<file path="src/rtl/loader_pkg.sv">
// Shared types and constants for the byte-stream program loader.
package loader_pkg;

  localparam int unsigned AW_DEF = 8;
  localparam int unsigned DW_DEF = 8;
  localparam logic [DW_DEF-1:0] SYNC_DEFAULT = 8'hA5;

  typedef logic [DW_DEF-1:0] byte_t;
  typedef logic [AW_DEF-1:0] addr_t;

  typedef enum logic [2:0] {
    IDLE = 3'd0,
    ADDR = 3'd1,
    LEN  = 3'd2,
    DATA = 3'd3,
    CSUM = 3'd4
  } state_t;

endpackage

</file>
<file path="src/rtl/loader_timeout.sv">
// Inter-byte idle counter; expire_c flags LIMIT idle cycles inside a frame (LIMIT=0 disables).
module loader_timeout #(
  parameter int unsigned LIMIT = 1000000
) (
  input  logic clk,
  input  logic rst_n,
  input  logic active,
  input  logic clear,
  output logic expire_c
);

  localparam int unsigned CW = (LIMIT < 2) ? 1 : $clog2(LIMIT + 1);

  logic [CW-1:0] cnt_q;

  // Saturates at LIMIT so a stalled FSM keeps seeing the expiry.
  always_ff @(posedge clk) begin
    if (!rst_n || clear || !active) begin
      cnt_q <= '0;
    end else if (cnt_q != CW'(LIMIT)) begin
      cnt_q <= cnt_q + CW'(1);
    end
  end

  assign expire_c = (LIMIT != 0) && active && (cnt_q == CW'(LIMIT));

endmodule

</file>
<file path="src/rtl/prog_loader.sv">
// Framed byte-stream writer for the program RAM; holds the CPU while a frame is in flight.
// Define LOADER_CHECKSUM_EN to require a trailing checksum byte per frame.
module prog_loader
  import loader_pkg::*;
#(
  parameter int unsigned     AW          = AW_DEF,
  parameter int unsigned     DW          = DW_DEF,
  parameter logic [DW-1:0]   SYNC_BYTE   = DW'(SYNC_DEFAULT),
  parameter int unsigned     TIMEOUT_CYC = 1000000
) (
  input  logic          clk,
  input  logic          rst_n,
  input  logic          in_valid,
  input  logic [DW-1:0] in_data,
  output logic          in_ready,
  output logic          we,
  output logic [AW-1:0] w_addr,
  output logic [DW-1:0] w_data,
  output logic          cpu_hold,
  output logic          done,
  output logic          err
);

  localparam int unsigned CNTW = AW + 1;

  state_t          state_q, state_d;
  logic [AW-1:0]   ptr_q, ptr_d;
  logic [CNTW-1:0] cnt_q, cnt_d;
  logic [DW-1:0]   sum_q, sum_d;
  logic [AW-1:0]   w_addr_d;
  logic [DW-1:0]   w_data_d;
  logic            we_d, cpu_hold_d, done_d, err_d;
  logic            accept, expire_c;

  assign accept = in_valid & in_ready;

  loader_timeout #(.LIMIT(TIMEOUT_CYC)) u_timeout (
    .clk      (clk),
    .rst_n    (rst_n),
    .active   (state_q != IDLE),
    .clear    (accept),
    .expire_c (expire_c)
  );

  always_ff @(posedge clk) begin
    if (!rst_n) begin
      state_q  <= IDLE;
      ptr_q    <= '0;
      cnt_q    <= '0;
      sum_q    <= '0;
      in_ready <= 1'b0;
      we       <= 1'b0;
      w_addr   <= '0;
      w_data   <= '0;
      cpu_hold <= 1'b0;
      done     <= 1'b0;
      err      <= 1'b0;
    end else begin
      state_q  <= state_d;
      ptr_q    <= ptr_d;
      cnt_q    <= cnt_d;
      sum_q    <= sum_d;
      in_ready <= 1'b1;
      we       <= we_d;
      w_addr   <= w_addr_d;
      w_data   <= w_data_d;
      cpu_hold <= cpu_hold_d;
      done     <= done_d;
      err      <= err_d;
    end
  end

  // Timeout wins over a byte arriving in the same cycle: the gap has already been exceeded.
  always_comb begin
    state_d    = state_q;
    ptr_d      = ptr_q;
    cnt_d      = cnt_q;
    sum_d      = sum_q;
    we_d       = 1'b0;
    w_addr_d   = w_addr;
    w_data_d   = w_data;
    cpu_hold_d = cpu_hold;
    done_d     = 1'b0;
    err_d      = 1'b0;
    if (expire_c) begin
      err_d   = 1'b1;
      state_d = IDLE;
    end else if (accept) begin
      case (state_q)
        IDLE: begin
          if (in_data == SYNC_BYTE) begin
            state_d    = ADDR;
            cpu_hold_d = 1'b1;
          end
        end
        ADDR: begin
          ptr_d   = AW'(in_data);
          sum_d   = in_data;
          state_d = LEN;
        end
        LEN: begin
          cnt_d   = (in_data == '0) ? CNTW'(2 ** AW) : CNTW'(in_data);
          sum_d   = sum_q + in_data;
          state_d = DATA;
        end
        DATA: begin
          we_d     = 1'b1;
          w_addr_d = ptr_q;
          w_data_d = in_data;
          ptr_d    = ptr_q + AW'(1);
          sum_d    = sum_q + in_data;
          cnt_d    = cnt_q - CNTW'(1);
          if (cnt_q == CNTW'(1)) begin
`ifdef LOADER_CHECKSUM_EN
            state_d    = CSUM;
`else
            state_d    = IDLE;
            done_d     = 1'b1;
            cpu_hold_d = 1'b0;
`endif
          end
        end
`ifdef LOADER_CHECKSUM_EN
        CSUM: begin
          state_d = IDLE;
          if (DW'(sum_q + in_data) == '0) begin
            done_d     = 1'b1;
            cpu_hold_d = 1'b0;
          end else begin
            err_d = 1'b1;
          end
        end
`endif
        default: state_d = IDLE;
      endcase
    end
  end

endmodule

</file>
<file path="config.mk">
export PLATFORM = sky130hd
export DESIGN_NAME = prog_loader
export DESIGN_NICKNAME = d
export VERILOG_FILES = /design/src/rtl/loader_pkg.sv /design/src/rtl/loader_timeout.sv /design/src/rtl/prog_loader.sv
export SDC_FILE = /design/constraint.sdc
export NUM_CORES = 1
export LEC_CHECK = 0
export CAP_MARGIN = 20
export CORE_MARGIN = 8
export CORE_UTILIZATION = 44
export CTS_CLUSTER_DIAMETER = 120
export CTS_CLUSTER_SIZE = 20
export DETAILED_ROUTE_END_ITERATION = 16
export GPL_TIMING_DRIVEN = 0
export SLEW_MARGIN = 40
export SYNTH_ARGS = -nofsm -noshare
export SYNTH_HDL_FRONTEND = slang
export SYNTH_HIERARCHICAL = 1
export SYNTH_SLANG_ARGS = --single-unit
export TNS_END_PERCENT = 30
</file>
<file path="constraint.sdc">
create_clock -name clk -period 2.4 [get_ports clk]
set_input_delay 0.36 -clock clk [delete_from_list [all_inputs] [get_ports clk]]
set_output_delay 0.36 -clock clk [all_outputs]
set_load 0.01 [all_outputs]
</file>
======== Word-level counts from Yosys, hierarchy flattened ========
Index checks and enable logic that the tools add are counted.
word-level totals
  register bits after elaboration ......... 61
operators by class
  add/sub/neg operators ................... 3
  equality and inequality tests ........... 9
  multiplexer cells ....................... 13
  bitwise operators ....................... 5
  reductions and logical operators ........ 19
operator list
  operator                 number
  $add A20 B1 Y20 const B  1
  $eq A20 B20 Y1 const B   1
  $ne A20 B20 Y1 const B   1
  $pmux W9 S2              1
  $pmux W8 S2              1
  $pmux W3 S4              1
  $reduce_and A3 Y1        4
  $eq A9 B1 Y1 const B     1
  $mux W9                  1
  $sub A9 B1 Y9 const B    1
  $add A8 B1 Y8 const B    1
  $eq A8 B8 Y1 const B     1
  $logic_not A8 Y1         1
  $eq A3 B2 Y1 const B     2
  $mux W1                  6
  $mux W3                  2
  $reduce_bool A2 Y1       3
  $reduce_and A5 Y1        1
  $ne A2 B2 Y1 const B     2
  $not A1 Y1               4
  $reduce_or A4 Y1         1
  $eq A3 B1 Y1 const B     1
  $logic_not A3 Y1         1
  $reduce_bool A3 Y1       1
  other kinds (7)          9

======== Logic depth before layout (Yosys ltp) ========
  depth after elaboration ................. 4
  mapped depth ............................ 12
  mapped depth without buffers ............ 9

======== Cells and area by module ========
Netlist, hierarchy kept.
modules (own cells, without submodules)
  module          instances  cells each  area an instance (sq um)
  prog_loader     1          243         1921.8
  loader_timeout  1          116         991.0

======== Worst setup path before layout ========
OpenSTA, ideal clock, no wires.
  path kind ............................... register to register
  from .................................... reg u_timeout.cnt_q[5]
  to ...................................... reg w_addr[1]
  library setup time ...................... 0.132 ns
  arrival time ............................ 2.013 ns
  slack ................................... 0.254 ns
  cell stages (with the launch flop) ...... 12
  path buffers ............................ 3
  period minus slack after synthesis ...... 2.146 ns
  cells stage by stage .................... dfxtp_1 > nor4b_1 > nand4_1 > nor2_1 > and2_1 > and3b_1 > clkbuf_1 > and2_1 > buf_2 > buf_2 > nand2_1 > a21oi_1
between the ends
  cells in the longest elaborated chain, start to end .. 4
ends and longest elaborated chain
  element                      line                  source
  from (decl)                  loader_timeout.sv:14  logic [CW-1:0] cnt_q;
  from (signal assigned)       loader_timeout.sv:21  cnt_q <= cnt_q + CW'(1);
  $eq A20 B20 Y1               loader_timeout.sv:25  assign expire_c = (LIMIT != 0) && active && (cnt_q == CW'(LIMIT));
  $logic_and A1 B1 Y1          loader_timeout.sv:25
  $not A1 Y1 (no line)         --
  $reduce_and A3 Y1 (no line)  --
  to (signal assigned)         prog_loader.sv:65     w_addr <= w_addr_d;
  to (decl)                    prog_loader.sv:17     output logic [AW-1:0] w_addr,
No other way between the ends.
A chain may end at the register's enable or synchronous reset.

======== Worst setup path after layout ========
  from .................................... reg u_timeout.cnt_q[5]
  to ...................................... reg w_data[2]
between the ends
  cells in the longest elaborated chain, start to end .. 4
ends and longest elaborated chain
  element                      line                  source
  $eq A20 B20 Y1               loader_timeout.sv:25
  $logic_and A1 B1 Y1          loader_timeout.sv:25
  $not A1 Y1 (no line)         --
  $reduce_and A3 Y1 (no line)  --
  to (signal assigned)         prog_loader.sv:66     w_data <= w_data_d;
  to (decl)                    prog_loader.sv:18     output logic [DW-1:0] w_data,
No other way between the ends.

==> summary.md <==
| Metric | Value |
|---|---|
| Status | `finished clean` |
| Post-synthesis cell type count | `50` |
| Final setup viols | `0` |
| Pin count of the biggest net entering global routing | `12` |
| Final Wtd Congestion | `0.877` |
| Final Core Density | `0.557` |
| Post-place setup slack | `-0.241 ns` |
| PwrDens | `557 mW/mm^2` |
| PortBufs | `31` |
| Peak VDD IR | `0.430 mV` |
| Initial drt markers | `roughly 180` |
| CTS max path bufs | `2` |
| # fillers | `629` |
| Power share of the sequential group | `0.503` |
| Worst-margin pin slew | `0.785 ns` |
| H-tree levels | `3` |
| First-pass GRT wire length | `between 10 and 15 mm` |
| Critical Path RT | `2.60 ns` |
| Top cell type's share of synthesized area | `0.412` |
| Largest area contributor in the netlist | `dfxtp_1` |
| Fin nets | `~420` |
| Post-Syn Instances | `359` |
| Hold slack | `~0.45 ns` |
| Ports | `32` |
| Max-Cap Viols | `0` |
| P_int | `roughly 0.0015 W` |
| Number of flops mapped to enable cells by yosys | `0` |
| Synth-to-Final Area Change | `22.2%` |
| Mean Syn Cell Area | `about 8.1 um^2` |
| CTS tree | `yes` |
| Worst endpoint data arrival time | `2.45 ns` |
| Total GRT Usage | `0.166` |
| Starting Density | `0.456` |
| Vias per inst | `~5.7` |
| Fin. max-slew vios | `0` |
| Ant. Diodes | `0` |
| 1st-pass router iterations | `5` |
| Crit path kind | `reg2reg` |
| Slew headroom | `0.472` |
| Crit. End Element | `register` |
| Total CTS buffers | `9` |
| P_sw | `0.000456 W` |
| Yosys reg bits | `60` |
| Hold Path Class | `reg2reg` |
| PnR worst setup slack | `0.146 ns` |
| Sinks on the clock net | `60` |
| DRC | `0` |
| Post-layout minimum cycle time | `2.25 ns` |
| Yosys warns | `6` |
| Antenna Violating Nets Remaining | `0` |
| LEAKAGE | `1.16 nW` |
| Core Region | `about 0.0064 mm^2` |
| Row cnt | `29` |
| Clk_skew | `just under 0.01 ns` |
| F_max | `between 0.4 and 0.5 GHz` |
| Comb power frac | `0.030` |
| Vias post-DR | `approximately 2700` |
| Die ar. | `approximately 0.0095 mm^2` |
| Share of synthesized registers carrying an async set or reset | `0` |
| Die X | `between 90 and 100 um` |
| Vias in the first global route | `~2700` |
| Synth top area cells | `dfxtp_1 (41%), nand2_1 (7.2%), a21oi_1 (6.2%)` |
| Seq/Total Area, Yosys | `0.412` |
| Initial antenna violation count | `0` |
| Post-CTS Hold Buffers | `0` |
| RSZ-0062 raised after global routing | `false` |
| Clock power share | `0.467` |
| Worst-skew pair later-pin latency | `~0.34 ns` |
| Die height | `between 90 and 100 um` |
| Final TNS setup | `0 ns` |
| Remaining global-route overflow | `0` |
| Critical Path Fanout Max | `10` |
| Mapped Nets | `379` |
| CP startpoint kind | `register` |
| Ys flop type | `dfxtp_1` |
| Synth Cell Area | `between 0.002 and 0.003 mm^2` |
| CTS root buf | `clkbuf_8` |
| Final hold violations | `0` |
| DP HPWL | `roughly 5.6 mm` |
| Post-Route WL | `approximately 7.8 mm` |
| DR WL/cell | `16.1 um` |
| Reg clk slew, reported paths | `~0.080 ns` |
| Fin crit share | `0.939` |
| Layout cells sized above 1 | `0.0961` |
| Net Sw Frac | `0.230` |
worst max-delay path, stage by stage, from the launching register on:
cell and delay (ns):
dfxtp_1 0.38, nor4b_2 0.29, nand4_1 0.17, nor2_4 0.14, and2_1 0.17, and3b_2 0.27, and2_1 0.16, buf_2 0.17
buf_2 0.20, nand2_1 0.09, a21oi_1 0.06
cell families after synthesis:
kind of cell | Yosys count | synth area share
flip-flops | 60 | 0.412
buffers and inverters | 30 | 0.0404
AND/OR/NAND/NOR | 153 | 0.268
multiplexers | 5 | 0.0172
XOR/XNOR | 11 | 0.0331
adder cells (fa/ha/maj) | 9 | 0.0387
AO/OA/AOI/OAI | 91 | 0.190
layout make-up:
class | count | area [um^2] | area share
inverters | 14 | 52.6 | 0.0148
repair buffers | 32 | 318 | 0.0893
clock inverters | 6 | 63.8 | 0.0179
well taps | 77 | 96.3 | 0.0271
clock buffers | 10 | 138 | 0.0387
flip-flops and latches | 60 | 1200 | 0.338
multi-input cells | 269 | 1630 | 0.457
plain buffers | 15 | 61.3 | 0.0172
power by group through the flow:
stage / clock network (W) / logic (W) / registers [W]
4_1_cts: 0.000954 / 0.0000600 / 0.000997
3_5_place_dp: 0 / 0.0000597 / 0.00102
5_1_grt: 0.00100 / 0.0000645 / 0.000997
3_3_place_gp: 0 / 0.0000599 / 0.00102
2_1_floorplan: 0 / 0.0000226 / 0.00102
6_report: 0.000925 / 0.0000598 / 0.000997
per-layer routing:
layer | GRT usage | vias to the layer above | part of all wire
met3 | 0.0526 | 19 | 0.051
li1 | - | 1365 | -
met5 | 0 | - | 0
met4 | 0.0851 | 0 | 0.028
met1 | 0.187 | 1288 | 0.44
met2 | 0.276 | 63 | 0.48
worst paths after layout:
path	slack [ns]	from	end	cells after the start
worst min-delay path	0.45	w_data[1]$_SDFFE_PN0P_	w_data[1]$_SDFFE_PN0P_	2
worst min register to register	0.45	w_data[1]$_SDFFE_PN0P_	w_data[1]$_SDFFE_PN0P_	2
worst max register to register	0.15	u_timeout/cnt_q[5]$_SDFFE_PP0P_	w_data[2]$_SDFFE_PN0P_	10
worst max-delay path	0.15	u_timeout/cnt_q[5]$_SDFFE_PP0P_	w_data[2]$_SDFFE_PN0P_	10
cell usage in the layout, fill, tap and decap left out, drive strengths merged, types with 3 or more instances in the layout:
master          n
o211ai          3
nor3            7
o221a           3
or4             6
buf             6
mux2i           5
nand3          11
nor4            8
nand2          56
or3             3
o21ai          24
xnor2           7
clkinv          3
clkdlybuf4s50  31
nand4           9
o21a            5
inv            14
and2            5
nand3b          3
a31oi           5
ha              9
a21oi          36
o31ai           3
nor2b           4
xor2            4
and4            3
clkbuf         20
dfxtp          60
nor2           29
stage by stage:
stage / total power (W) / std cells / instance area, um^2
floorplan: 0.00104 / 359 / 2910
global placement: 0.00108 / 467 / 3320
detailed placement: 0.00108 / 467 / 3320
CTS: 0.00201 / 484 / 3550
global route: 0.00206 / 483 / 3560
finish: 0.00198 / 483 / 3560
synthesized netlist by cell type (2+ instances only):
library cell / n
nand4b_1: 2
nand3_1: 10
xor2_1: 4
dfxtp_1: 60
ha_1: 9
o21a_1: 5
a21o_1: 2
mux2i_1: 5
or4b_1: 2
o221a_2: 3
o21ai_0: 20
xnor2_1: 7
nor2b_1: 4
nor4_1: 8
nand3b_1: 3
and3b_1: 2
a21oi_1: 36
nand4_1: 8
nand2_1: 56
nor2_1: 29
o211ai_1: 3
buf_2: 4
nor3_1: 7
clkbuf_1: 11
a31oi_1: 5
o31ai_1: 3
o21ai_1: 3
and2_1: 5
a211oi_1: 2
or3_2: 3
or4_1: 5
inv_1: 14
and4_1: 2
state kept, by name, indices dropped and copies added (netlist names):
register         count
ptr_q                8
in_ready             1
cpu_hold             1
err                  1
done                 1
we                   1
w_addr               8
w_data               8
u_timeout/cnt_q     20
state_q              2
cnt_q                9
what timing repair did:
| item | in CTS | in global routing |
|---|---|---|
| setup endpoints to repair | 33 | 20 |
| resized for setup | 5 | 2 |
| cloned | 0 | 0 |
| buffers inserted | 1 | 0 |
| pin swaps | 3 | 0 |
No activity file was read; power rests on OpenSTA's default activity.
